`src/rtl/dcache_mem_ctrl_pkg.sv`:
```
// rtl/dcache_mem_ctrl_pkg.sv - line geometry, FSM encoding and RAM timing shared with DCache
package dcache_mem_ctrl_pkg;

  localparam int BLOCK_WIDTH    = 4;
  localparam int BLOCK_SIZE     = 2 ** BLOCK_WIDTH;
  localparam int LINE_BITS      = BLOCK_SIZE * 8;
  localparam int RAM_RD_LATENCY = 1;

  typedef enum logic [1:0] {
    ST_IDLE  = 2'd0,
    ST_READ  = 2'd1,
    ST_WRITE = 2'd2,
    ST_DONE  = 2'd3
  } state_t;

endpackage

```
`src/rtl/dcache_mem_ctrl_line_byte_shifter.sv`:
```
// rtl/dcache_mem_ctrl_line_byte_shifter.sv - line register with parallel load, byte deposit and byte select
module dcache_mem_ctrl_line_byte_shifter
  import dcache_mem_ctrl_pkg::*;
(
  input  logic                   i_clk,
  input  logic                   i_resetn,
  input  logic                   i_load,
  input  logic [LINE_BITS-1:0]   i_load_data,
  input  logic                   i_wr_en,
  input  logic [BLOCK_WIDTH-1:0] i_wr_idx,
  input  logic [7:0]             i_wr_byte,
  input  logic [BLOCK_WIDTH-1:0] i_rd_idx,
  output logic [7:0]             o_rd_byte,
  output logic [LINE_BITS-1:0]   o_line_nxt
);

  logic [LINE_BITS-1:0] r_line;
  logic [LINE_BITS-1:0] w_line_nxt;

  // o_line_nxt exposes the line including this cycle's deposit so the final byte is visible at once
  always_comb begin
    w_line_nxt = r_line;
    if (i_wr_en) begin
      w_line_nxt[{i_wr_idx, 3'b000} +: 8] = i_wr_byte;
    end
  end

  always_ff @(posedge i_clk) begin
    if (!i_resetn) begin
      r_line <= '0;
    end else if (i_load) begin
      r_line <= i_load_data;
    end else begin
      r_line <= w_line_nxt;
    end
  end

  assign o_rd_byte  = r_line[{i_rd_idx, 3'b000} +: 8];
  assign o_line_nxt = w_line_nxt;

endmodule

```
`src/rtl/dcache_mem_ctrl.sv`:
```
// rtl/dcache_mem_ctrl.sv - DCache miss responder serialising line fills/write-backs onto a byte RAM; DCACHE_MEM_CTRL_PERF_EN adds completion counters
module dcache_mem_ctrl
  import dcache_mem_ctrl_pkg::*;
(
  input  logic                   clkIn,
  input  logic                   resetIn,
  input  logic                   missIn,
  input  logic [31:BLOCK_WIDTH]  missAddrIn,
  input  logic                   readWriteIn,
  input  logic [LINE_BITS-1:0]   writeBackIn,
  output logic                   memDataValid,
  output logic [31:BLOCK_WIDTH]  memAddr,
  output logic [LINE_BITS-1:0]   memDataOut,
  output logic                   acceptWrite,
  input  logic [7:0]             ramDataIn,
  output logic [7:0]             ramDataOut,
  output logic [31:0]            ramAddr,
  output logic                   ramWrite
`ifdef DCACHE_MEM_CTRL_PERF_EN
  ,
  output logic [31:0]            fillCount,
  output logic [31:0]            writeBackCount
`endif
);

  localparam int CW = BLOCK_WIDTH + 1;
  localparam logic [CW-1:0] LAST_IDX = CW'(BLOCK_SIZE - 1);
  localparam logic [CW-1:0] RD_LAT   = CW'(RAM_RD_LATENCY);
  localparam logic [CW-1:0] FILL_END = CW'(BLOCK_SIZE - 1 + RAM_RD_LATENCY);

  state_t                 r_state;
  state_t                 w_state_nxt;
  logic [CW-1:0]          r_cnt;
  logic [31:BLOCK_WIDTH]  r_addr;
  logic [BLOCK_WIDTH-1:0] w_next_idx;
  logic [BLOCK_WIDTH-1:0] w_cap_idx;
  logic [7:0]             w_wb_byte;
  logic [LINE_BITS-1:0]   w_line_nxt;
  logic                   w_start;
  logic                   w_rd_step;
  logic                   w_wr_step;
  logic                   w_deposit;
  logic                   w_fill_done;
  logic                   w_wb_done;

  assign w_next_idx = r_cnt[BLOCK_WIDTH-1:0] + 1'b1;
  assign w_cap_idx  = r_cnt[BLOCK_WIDTH-1:0] - RD_LAT[BLOCK_WIDTH-1:0];

  always_ff @(posedge clkIn) begin
    if (!resetIn) begin
      r_state <= ST_IDLE;
    end else begin
      r_state <= w_state_nxt;
    end
  end

  // DONE never looks at missIn: the cache reacts to the pulse combinationally
  always_comb begin
    w_state_nxt = r_state;
    case (r_state)
      ST_IDLE:  if (missIn) w_state_nxt = readWriteIn ? ST_READ : ST_WRITE;
      ST_READ:  if (r_cnt == FILL_END) w_state_nxt = ST_DONE;
      ST_WRITE: if (r_cnt == LAST_IDX) w_state_nxt = ST_DONE;
      default:  w_state_nxt = ST_IDLE;
    endcase
  end

  // In READ r_cnt runs one past the last address to collect the byte still in flight
  always_comb begin
    w_start     = 1'b0;
    w_rd_step   = 1'b0;
    w_wr_step   = 1'b0;
    w_deposit   = 1'b0;
    w_fill_done = 1'b0;
    w_wb_done   = 1'b0;
    case (r_state)
      ST_IDLE: w_start = missIn;
      ST_READ: begin
        w_rd_step   = (r_cnt < LAST_IDX);
        w_deposit   = (r_cnt >= RD_LAT);
        w_fill_done = (r_cnt == FILL_END);
      end
      ST_WRITE: begin
        w_wb_done = (r_cnt == LAST_IDX);
        w_wr_step = (r_cnt != LAST_IDX);
      end
      default: ;
    endcase
  end

  always_ff @(posedge clkIn) begin
    if (!resetIn) begin
      r_cnt        <= '0;
      r_addr       <= '0;
      ramAddr      <= '0;
      ramDataOut   <= '0;
      ramWrite     <= 1'b0;
      memDataValid <= 1'b0;
      acceptWrite  <= 1'b0;
      memAddr      <= '0;
      memDataOut   <= '0;
    end else begin
      memDataValid <= w_fill_done;
      acceptWrite  <= w_wb_done;
      if (w_start) begin
        r_addr     <= missAddrIn;
        r_cnt      <= '0;
        ramAddr    <= {missAddrIn, {BLOCK_WIDTH{1'b0}}};
        ramWrite   <= !readWriteIn;
        ramDataOut <= writeBackIn[7:0];
      end else begin
        if (r_state == ST_READ || r_state == ST_WRITE) begin
          r_cnt <= r_cnt + 1'b1;
        end
        ramWrite <= w_wr_step;
        if (w_rd_step || w_wr_step) begin
          ramAddr <= {r_addr, w_next_idx};
        end
        if (w_wr_step) begin
          ramDataOut <= w_wb_byte;
        end
      end
      if (w_fill_done || w_wb_done) begin
        memAddr <= r_addr;
      end
      if (w_fill_done) begin
        memDataOut <= w_line_nxt;
      end
    end
  end

  dcache_mem_ctrl_line_byte_shifter u_line (
    .i_clk       (clkIn),
    .i_resetn    (resetIn),
    .i_load      (w_start),
    .i_load_data (writeBackIn),
    .i_wr_en     (w_deposit),
    .i_wr_idx    (w_cap_idx),
    .i_wr_byte   (ramDataIn),
    .i_rd_idx    (w_next_idx),
    .o_rd_byte   (w_wb_byte),
    .o_line_nxt  (w_line_nxt)
  );

`ifdef DCACHE_MEM_CTRL_PERF_EN
  always_ff @(posedge clkIn) begin
    if (!resetIn) begin
      fillCount      <= '0;
      writeBackCount <= '0;
    end else begin
      if (w_fill_done) fillCount <= fillCount + 32'd1;
      if (w_wb_done)   writeBackCount <= writeBackCount + 32'd1;
    end
  end
`endif

endmodule

```
`config.mk`:
```
export PLATFORM = sky130hd
export DESIGN_NAME = dcache_mem_ctrl
export DESIGN_NICKNAME = d
export VERILOG_FILES = /design/src/rtl/dcache_mem_ctrl_pkg.sv /design/src/rtl/dcache_mem_ctrl_line_byte_shifter.sv /design/src/rtl/dcache_mem_ctrl.sv
export SDC_FILE = /design/constraint.sdc
export NUM_CORES = 1
export LEC_CHECK = 0
export BUFFER_PORTS_ARGS = -buffer_cell sky130_fd_sc_hd__buf_2
export CORE_UTILIZATION = 55
export CTS_CLUSTER_DIAMETER = 150
export DETAILED_ROUTE_END_ITERATION = 10
export HOLD_SLACK_MARGIN = 0.12
export PLACE_DENSITY_LB_ADDON = 0.05
export SLEW_MARGIN = 0
export SYNTH_ARGS = -nofsm -noshare
export SYNTH_HDL_FRONTEND = slang
export SYNTH_SLANG_ARGS = --single-unit
```
`constraint.sdc`:
```
create_clock -name clkIn -period 8.2 [get_ports clkIn]
set_input_delay 0.82 -clock clkIn [delete_from_list [all_inputs] [get_ports clkIn]]
set_output_delay 0.82 -clock clkIn [all_outputs]
set_load 0.01 [all_outputs]
```
==> results.md, run 1 <==
* Sw Ratio at 0.377
* Post-Route WL at 52.5 mm
* Via count at 15100
* GRT Total Usage at 0.361
* Mapped Cells at 1736
* Design Power at 0.00638 W
* Initial Utilization at 0.563
* RSZ-0062 raised after global routing: false
* Router iterations before antenna repair at 6
* Final count of negative-setup-slack endpoints at 0
* Die Width at ~170 µm
* Grt total ovfl at 0
* Number of remaining DRC errors at 0
* Part of the power in registers at 0.366
* Rows at 60
* Clock buffers created by TritonCTS at 38
* DRT iter0 DRCs at around 1700
* Layout cells sized above 1 at 0.245
* Clk_skew at 18.0 ps
* Net Switching at 0.00241 W
* Fin crit period at 3560 ps
* Slew @ Worst Pin at 1170 ps
* Critical Path AT at 4010 ps
* Largest net degree at the start of global routing at 127
* H-tree levels at 2
* Via density at 6.39
* Mapped Area at about 15000 µm²
* Final slew viol count at 0
* Placed cell count at 2298
* Fin nets at ~2200
* CP required at 8640 ps
* Crit path launch type: flip-flop
* #FFs+latches synth at roughly 360
* Top-count cell post-synth: dfxtp_1
* Outcome: finished clean
* Setup TNS at 0 ps
* YS warnings at 0
* Path depth of the worst reg2reg path at 8
* Pwr dens at approximately 350 nW/µm²
* Number of global-route vias before repair at 14000
* Leak at 7.49 nW
* Routability cong. at ~0.9
* Cell internal pwr at 0.00397 W
* Top post-synthesis cells by count: 362 x dfxtp_1, 342 x o21ai_0, 200 x a31oi_1, 150 x nand2_1, 137 x clkbuf_1
* Clock Sinks at 362
* Hold-fix buffers, CTS at 0
* Area Overhead vs Synth at 20.8%
* CTS max path bufs at 3
* Peak VDD IR at 0.211 mV
* Core area at 27000 µm²
* Clock power frac at 0.298
* Layout filler cell count at around 2300
* Final Cycle Share at 0.434
* Die Footprint at 28300 µm²
* CP Max Fanout at 39
* CTS clk-pin slew, worst paths at roughly 60 ps
* Top cells by area, synth: dfxtp_1 48%, o21ai_0 11%, a31oi_1 8.2%
* Maxcap violations at 0
* Final Cell Area at 18400 µm²
* Worst-Skew Late Latency at 530 ps
* Syn Nets at 1916
* Critical path type: reg -> reg
* Final hold vios at 0
* Achievable Freq at 0.281 GHz
* Post-CTS Setup Inserts at 0
* Worst Hold Class: reg -> reg
* Hold Path Stages at 2
* Slew HR at 0.218
* Drt wl/cell at about 22 µm
* Gate power share at 0.336
* Setup crit end kind: flip-flop
* First-pass GRT wire length at ~80 mm
* Non-Filler Instances at 2369
* Post-DRT Antenna Nets at 0
* CTS tree: yes
* Number of synthesized flops with an enable pin at 0
* Root cell of the clock tree: clkbuf_16
* Share of the synthesized area in the top cell type at 0.476
* Asr flop ratio synth at 0
* Seq/Total Area, Yosys at 0.476
* Post-synth top area cell: dfxtp_1
* Mapped Avg Cell Area at 8.77 µm²
* Area of placed instances at 17000 µm²
* Distinct cells, synth at 48
* Antenna violations before repair at 3
* Die Ht at 168 µm
* Ys flop type: dfxtp_1
* HPWL after DPL at between 30 and 40 mm
* Post_cts resized at 0
* I/O Pins at around 370
* Port Buf Inserts at 366
[power groups by stage]
stage | clock network (W) | registers (W) | logic, W
floorplan | 0 | 0.00233 | 0.00140
global placement | 0 | 0.00235 | 0.00207
detailed placement | 0 | 0.00235 | 0.00209
CTS | 0.00190 | 0.00232 | 0.00210
global route | 0.00198 | 0.00236 | 0.00231
finish | 0.00190 | 0.00234 | 0.00214
[routing by layer]
layer	vias up	routed length, µm	GRT usage
met3	138	6200	0.0940
met1	7114	21400	0.499
met2	937	22800	0.539
li1	6939	-	-
met5	-	13	0
met4	2	2100	0.141
[placed cells by master (no fill, tap or decap), types with 32 or more instances in the layout]
| cell type | count |
|---|---|
| nand3_1 | 33 |
| mux2i_1 | 49 |
| nor2_1 | 83 |
| buf_2 | 365 |
| dfxtp_1 | 361 |
| a31oi_1 | 200 |
| or3_1 | 50 |
| a21oi_1 | 95 |
| clkbuf_16 | 41 |
| o21ai_0 | 342 |
| nand2_1 | 149 |
| mux4_2 | 32 |
| a211oi_1 | 41 |
[stage by stage]
stage	setup slack [ps]	hold WS, ps	util
5_1_grt	4360	465	0.681
3_5_place_dp	4740	441	0.629
6_report	4640	447	0.681
3_3_place_gp	4850	435	0.629
2_1_floorplan	4860	436	-
4_1_cts	4710	449	0.680
[layout make-up]
cell class,instances,area [µm²],share of cell area
diodes,2,5.00,0.000272
clock buffers,53,1120,0.0609
clock inverters,16,259,0.0141
inverters,10,37.5,0.00204
multi-input cells,1200,7320,0.398
flip-flops and latches,362,7250,0.394
well taps,341,427,0.0232
repair buffers,385,1980,0.108
[sequential cells by signal, summed over array words and instances, names as in the netlist]
name	cells
u_line.r_line	128
ramAddr	32
acceptWrite	1
r_cnt	5
r_addr	28
ramWrite	1
memAddr	28
r_state	2
memDataOut	128
ramDataOut	8
memDataValid	1
[cells by family (layout without fill, tap and decap cells)]
family / after synthesis / in the layout / share of synthesized area
compound gates: 715 / 715 / 0.265
xor+xnor: 9 / 9 / 0.00666
fa+ha+maj: 12 / 12 / 0.00986
buf+inv: 174 / 464 / 0.0464
flops: 362 / 362 / 0.476
mux: 81 / 81 / 0.0796
other cells: 0 / 2 / 0
simple gates: 383 / 383 / 0.116
[critical path, stage by stage, from the launching register on]
cell and delay, ps:
dfxtp_1 580, inv_1 180, ha_1 390, buf_4 370, nor2b_1 600, nand2_1 220
nor3_1 730, nand2_1 180, a31oi_1 220
[worst paths after layout]
kind                                          startpoint                           end  slack (ps)
worst max-delay path               r_cnt[1]$_SDFFE_PP0N_  memDataOut[106]$_SDFFE_PN0P_        4640
worst min-delay path            memAddr[31]$_SDFFE_PN0P_      memAddr[31]$_SDFFE_PN0P_         450
worst max register to register     r_cnt[1]$_SDFFE_PP0N_  memDataOut[106]$_SDFFE_PN0P_        4640
worst min register to register  memAddr[31]$_SDFFE_PN0P_      memAddr[31]$_SDFFE_PN0P_         450
No activity file was read; power rests on OpenSTA's default activity.
==> run 2, diff against run 1 <==
- CORE_UTILIZATION: 55 -> 49
- clock period: 8.2 -> 3.1 ns (I/O delays scaled with it)
==> run 2 against run 1 <==
Combinational power rose to 2.8 times the previous value; hold slack got worse by 330 ps; power increased to 2.6 times the previous value; core utilization down 4.2 points; maximum frequency is 33% higher; cell count up 7.0%; clock power is 140% higher; setup slack got worse by 4200 ps; count of clock-buffer cells in the layout rose by 2; cell area rose by 6.1%.
==> results.md, run 2 (synthesis gave the netlist of run 1 again) <==
* Achievable Freq at 0.373 GHz (+33%)
* Critical path type: reg -> reg
* Largest net degree at the start of global routing at 105 (-17%)
* Non-Filler Instances at 2535 (+7.0%)
* Router iterations before antenna repair at 5 (-1)
* Worst Slack Setup Final at 421 ps (-4220 ps)
* Setup crit end kind: flip-flop
* Sequential Area at 7250 µm² (unchanged)
* Core area at 30600 µm² (+13%)
* Pwr dens at 862 nW/µm² (+150%)
* Drt wl/cell at 22.1 µm (-0.31%)
* Commonest non-fill, non-tap cell in the layout: buf_2
* Footprint of the multi-input gates at 7310 µm² (about the same)
* Crit path launch type: flip-flop
* Part of the power in registers at 0.368 (+0.002)
* Die Width at 178 µm (+5.9%)
* Antenna violations before repair at 1 (-2)
* Post-DRT Antenna Nets at 0 (unchanged)
* Post-CTS Setup Inserts at 0 (unchanged)
* Clk_skew at 17.0 ps (-1.03 ps)
* Net Switching at 0.00649 W (+170%)
* CTS max path bufs at 3 (unchanged)
* Clock Sinks at 362 (unchanged)
* DRT iter0 DRCs at 1555 (-7.1%)
* Rows at 64 (+6.7%)
* Grt total ovfl at 0 (unchanged)
* Worst-Skew Late Latency at 530 ps (about the same)
* Slowest cell on the critical path: ha_1
* Final slew viol count at 0 (unchanged)
* Cell repeated most along the worst path: or3_1
* Via density at 6.10 (-4.5%)
* Via count at 15500 (+2.2%)
* Die Footprint at 31800 µm² (+12%)
* H-tree levels at 2 (unchanged)
* Final Cycle Share at 0.864 (+0.430)
* Outcome: finished clean
* Maxcap violations at 0 (unchanged)
* Root cell of the clock tree: clkbuf_16
* Final count of negative-setup-slack endpoints at 0 (unchanged)
* Area of placed instances at 17400 µm² (+2.4%)
* Die Ht at 178 µm (+5.9%)
* Clock power frac at 0.273 (-0.025)
* Sw Ratio at 0.385 (+0.00789)
* Peak VDD IR at 0.481 mV (+130%)
* Critical Path AT at 3130 ps (-880 ps)
* Initial Utilization at 0.498 (-0.0656)
* Top flop regs: memDataOut x128, u_line.r_line x128, ramAddr x32
* Routability cong. at 0.959 (+5.1%)
* Clock buffers created by TritonCTS at 38 (unchanged)
* Critical Path Max Stage Delay at 410 ps (-320 ps)
* Final Cell Area at 19500 µm² (+6.1%)
* Gate power share at 0.359 (+0.023)
* Slew @ Worst Pin at 708 ps (-462 ps)
* Fin nets at 2290 (+5.2%)
* I/O Pins at 367 (unchanged)
* Number of global-route vias before repair at 14200 (+1.3%)
* Pre-CTS WS at 456 ps (-4280 ps)
* Setup TNS at 0 ps (unchanged)
* Worst Hold Class: in -> reg
* First-pass GRT wire length at 83.1 mm (+4.1%)
* Leak at 7.96 nW (+6.3%)
* Layout cells sized above 1 at 0.244 (-0.00113)
* Slew HR at 0.527 (+0.309)
* Layout filler cell count at 2724 (+21%)
* CTS clk-pin slew, worst paths at 60 ps (about the same)
* Fin crit period at 2680 ps (-883 ps)
* CP Max Fanout at 48 (+23%)
* Final hold vios at 0 (unchanged)
* GRT Total Usage at 0.341 (-0.0204)
* Post-Route WL at 56.0 mm (+6.7%)
* CP required at 3550 ps (-5090 ps)
* CTS tree: yes
* Crit-path cells: inv_1, ha_1, and3_1, a22o_1, or3_1, buf_4, or3_1, a31oi_1
* Port Buf Inserts at 366 (unchanged)
* RSZ-0062 raised after global routing: false
* Most frequent cells in the layout: 365 x buf_2, 361 x dfxtp_1, 342 x o21ai_0
* Cell internal pwr at 0.0103 W (+160%)
* Placed cell count at 2380 (+3.6%)
* Area Overhead vs Synth at 28.2%
* Number of remaining DRC errors at 0 (unchanged)
* HPWL after DPL at 38.7 mm (+6.8%)
==> run 2: worst paths after layout <==
check        cells after the start                     start  slack [ps]                            to
max                              8     r_cnt[0]$_SDFFE_PP0N_         420  u_line.r_line[95]$_SDFF_PN0_
min                              3           writeBackIn[66]         120  u_line.r_line[66]$_SDFF_PN0_
max reg2reg                      8     r_cnt[0]$_SDFFE_PP0N_         420  u_line.r_line[95]$_SDFF_PN0_
min reg2reg                      2  memAddr[30]$_SDFFE_PN0P_         450      memAddr[30]$_SDFFE_PN0P_
==> run 2: power groups by stage <==
stage               Sequential [W]  Combinational [W]  Clock (W)
finish                     0.00620            0.00604    0.00460
global placement           0.00623            0.00578          0
CTS                        0.00616            0.00594    0.00461
floorplan                  0.00616            0.00371          0
global route               0.00626            0.00653    0.00482
detailed placement         0.00625            0.00583          0
==> run 2: critical path: cells and delay by family, from the launching register on <==
kind                       cells  cell delay, ps
and+or+nand+nor                3            1000
buffers and inverters          2             380
AOI/OAI and AO/OA              2             440
DFF                            1             350
adders and majority gates      1             410
==> run 2: stage by stage <==
stage | util | power (W) | hold slack, ps
finish | 0.638 | 0.0168 | 120
global route | 0.638 | 0.0176 | 128
CTS | 0.638 | 0.0167 | 120
detailed placement | 0.569 | 0.0121 | 441
floorplan | - | 0.00988 | 436
global placement | 0.569 | 0.0120 | 434
==> run 2: layer usage <==
metal / track usage / vias up / share of wire / routed length (µm)
met2: 0.507 / 855 / 0.43 / 24300
met4: 0.115 / 0 / 0.031 / 1720
met3: 0.0667 / 105 / 0.10 / 5810
met5: 0 / - / 0 / 0
met1: 0.491 / 7330 / 0.43 / 24100
li1: - / 7172 / - / -
==> run 2: final cells by class <==
class,instances,area share
multi-input combinational,1200,0.374
tap,396,0.0254
antenna,1,0.000128
clock buffer,55,0.0577
sequential,362,0.371
timing repair buffer,498,0.163
clock inverter,13,0.00622
inverter,10,0.00192
==> run 2: repair_timing <==
| action | 4_1_cts | 5_1_grt |
|---|---|---|
| hold endpoints to repair | 86 | 0 |
| hold buffers | 86 | 0 |
| setup endpoints to repair | 0 | 0 |
| resized for setup | 0 | 0 |
==> run 3, diff against run 2 <==
- CELL_PAD_IN_SITES_DETAIL_PLACEMENT: unset -> 0
- CELL_PAD_IN_SITES_GLOBAL_PLACEMENT: unset -> 2
- CORE_UTILIZATION: 49 -> 30
- SETUP_SLACK_MARGIN: unset -> 0.05
- SYNTH_HIERARCHICAL: unset -> 1
==> run 3 against run 2 <==
Non-clock buffer count up 35; sequential share of layout area decreased by 4.7 points; combinational power hardly changed; core utilization fell by 24 points; critical path depth up 2; setup slack worse by 220 ps; clock power up 15%; global-route usage shrank 10 points; sequential cell count unchanged; hold slack better by 18 ps; synthesized area rose by 13%; maximum frequency down 7.6%; largest cell class unchanged; largest power group is now combinational cells.
==> results.md, run 3 <==
* Outcome: finished clean
* I/O Pins at 367 (unchanged)
* Share of the synthesized area in the top cell type at 0.422 (-0.0536)
* Number of synthesized flops with an enable pin at 0 (unchanged)
* Root cell of the clock tree: clkbuf_16
* HPWL after DPL at 46.6 mm (+20%)
* Number of global-route vias before repair at 15100 (+6.5%)
* Post-Route WL at 70.1 mm (+25%)
* Top flop regs: memDataOut x128, u_line/r_line x128, ramAddr x32
* Top cells by area, synth: dfxtp_1 42%, mux2_2 7.5%, o21ai_0 7.5%
* Core area at 56500 µm² (+85%)
* GRT Total Usage at 0.236 (-0.105)
* Syn Nets at 1966 (+2.6%)
* Fin crit period at 2900 ps (+220 ps)
* Non-Filler Instances at 2970 (+17%)
* CTS tree: yes
* Final slew viol count at 0 (unchanged)
* Core Util, Final at 0.395 (-0.243)
* Area Overhead vs Synth at 30.2%
* Worst Hold Class: in -> reg
* #FFs+latches synth at 362 (unchanged)
* Slew HR at 0.415 (-0.112)
* Via count at 15200 (-1.4%)
* Commonest non-fill, non-tap cell in the layout: buf_2
* Rows at 87 (+36%)
* Layout cells sized above 1 at 0.369 (+0.125)
* CTS clk-pin slew, worst paths at 60 ps (about the same)
* Initial Utilization at 0.304 (-0.194)
* Die Footprint at 58100 µm² (+83%)
* Maxcap violations at 0 (unchanged)
* Most frequent cells in the layout: 365 x buf_2, 362 x dfxtp_1, 256 x o21ai_0
* Post-DRT Antenna Nets at 0 (unchanged)
* Post-synth top area cell: dfxtp_1
* H-tree levels at 2 (unchanged)
* CP Max Fanout at 9 (-81%)
* Mapped Area at 17200 µm² (+13%)
* Mapped Avg Cell Area at 9.59 µm² (+9.4%)
* Number of remaining DRC errors at 0 (unchanged)
* Crit path launch type: flip-flop
* Clk_skew at 23.6 ps (+6.57 ps)
* Final count of negative-setup-slack endpoints at 0 (unchanged)
* Drt wl/cell at 23.6 µm (+6.8%)
* Design Power at 0.0172 W (+2.1%)
* CP top delay family: XOR/XNOR gates
* CP required at 3570 ps (+20 ps)
* Ys flop type: dfxtp_1
* Setup crit end kind: flip-flop
* Leak at 9.34 nW (+17%)
* First-pass GRT wire length at 102 mm (+23%)
* Buffers & Inverters on Critical Path at 4 (+2)
* Placed cell count at 2775 (+17%)
* Critical Path Max Stage Delay at 630 ps (+220 ps)
* Crit-path cells: inv_2, ha_1, inv_1, inv_1, ha_1, xnor2_2, and4_1, buf_4, mux2_2, o21ba_2
* YS warnings at 6 (+6)
* Mapped Cells at 1788 (+3.0%)
* Final Cycle Share at 0.935 (+0.0711)
* Slowest cell on the critical path: xnor2_2
* Router iterations before antenna repair at 5 (unchanged)
* Final Cell Area at 22300 µm² (+14%)
* Port Buf Inserts at 366 (unchanged)
* Seq/Total Area, Yosys at 0.422 (-0.0536)
* RSZ-0062 raised after global routing: true
* Clock buffers created by TritonCTS at 45 (+18%)
* Achievable Freq at 0.345 GHz (-7.6%)
* DRT iter0 DRCs at 950 (-39%)
* Grt total ovfl at 0 (unchanged)
* Critical path type: reg -> reg
* Clock Sinks at 362 (unchanged)
* Worst-Skew Late Latency at 580 ps (+50 ps)
* Setup TNS at 0 ps (unchanged)
* Largest net degree at the start of global routing at 123 (+17%)
* Area of placed instances at 19700 µm² (+13%)
* Die Ht at 241 µm (+35%)
* Fin nets at 2362 (+3.1%)
* Top post-synthesis cells by count: 362 x dfxtp_1, 258 x o21ai_0, 168 x nand3_1, 166 x a21oi_1, 146 x clkbuf_1
* Critical Path AT at 3370 ps (+240 ps)
* Top-count cell post-synth: dfxtp_1
* Asr flop ratio synth at 0 (unchanged)
* Peak VDD IR at 0.404 mV (-16%)
* Via density at 5.13 (-16%)
* Diode count at 0 (-1)
* CTS max path bufs at 3 (unchanged)
* Final hold vios at 0 (unchanged)
* Distinct cells, synth at 64 (+33%)
* Routability cong. at 0.806 (-16%)
* Slew @ Worst Pin at 878 ps (+170 ps)
* Antenna violations before repair at 3 (+2)
* Pwr dens at 770 nW/µm² (-11%)
* Die Width at 241 µm (+35%)
* Layout filler cell count at 5699 (+110%)
-- run 3: cell count changes in the layout (fill, tap and decap cells not counted), moves of 50 or more --
cell	delta
nand3_1	+135
a21oi_1	+71
mux2_2	+115
o21ai_0	-86
or3_1	-50
nor2_1	-68
a31oi_1	-192
o21ba_2	+90
-- run 3: worst paths after layout --
path                     startpoint                           end  slack [ps]  cells after the start
max           r_cnt[0]$_SDFFE_PP0P_  u_line/r_line[10]$_SDFF_PN0_         200                     10
min                 writeBackIn[24]  u_line/r_line[24]$_SDFF_PN0_         140                      3
max reg2reg   r_cnt[0]$_SDFFE_PP0P_  u_line/r_line[10]$_SDFF_PN0_         200                     10
min reg2reg  r_addr[7]$_SDFFE_PN0P_       memAddr[7]$_SDFFE_PN0P_         450                      2
-- run 3: metal layers --
layer  track usage  up-vias  wire (µm)
li1              -     7270          -
met5             0        -          0
met2         0.368      393      31700
met3        0.0389       79       3190
met1         0.335     7501      33500
met4        0.0648        0       1660
-- run 3: logic make-up after synthesis --
kind of cell / Yosys count / synth area share
mux: 219 / 0.174
fa+ha+maj: 10 / 0.00729
buf+inv: 201 / 0.0492
simple gates: 381 / 0.116
flops: 362 / 0.422
compound gates: 606 / 0.226
xor+xnor: 9 / 0.00503
-- run 3: cell type report --
cell class | instances | area, µm² | share of cell area
tap | 756 | 946 | 0.0424
timing repair buffer | 533 | 3490 | 0.156
multi-input combinational | 1225 | 9110 | 0.408
clock inverter | 8 | 68.8 | 0.00308
clock buffer | 69 | 1400 | 0.0626
inverter | 17 | 73.8 | 0.00331
sequential | 362 | 7250 | 0.324
-- run 3: repair_timing --
item	in CTS	in global routing
buffers inserted	0	0
gates resized for setup	0	2
endpoints found under the setup margin	0	11
endpoints found under the hold margin	124	0
hold buffers	118	0
-- run 3: power by group --
part | internal [W] | switching (W)
clock network | 0.00316 | 0.00213
logic | 0.00243 | 0.00362
registers | 0.00537 | 0.000486
-- run 3: stage by stage --
stage	setup WS, ps	hold slack [ps]
2_1_floorplan	82.2	429
3_3_place_gp	216	436
3_5_place_dp	206	441
4_1_cts	196	121
5_1_grt	2.74	124
6_report	200	138
-- run 3: tightest hold or removal path, delay by kind of cell --
family / cells / cell delay (ps)
buf+inv: 1 / 100
compound gates: 2 / 280
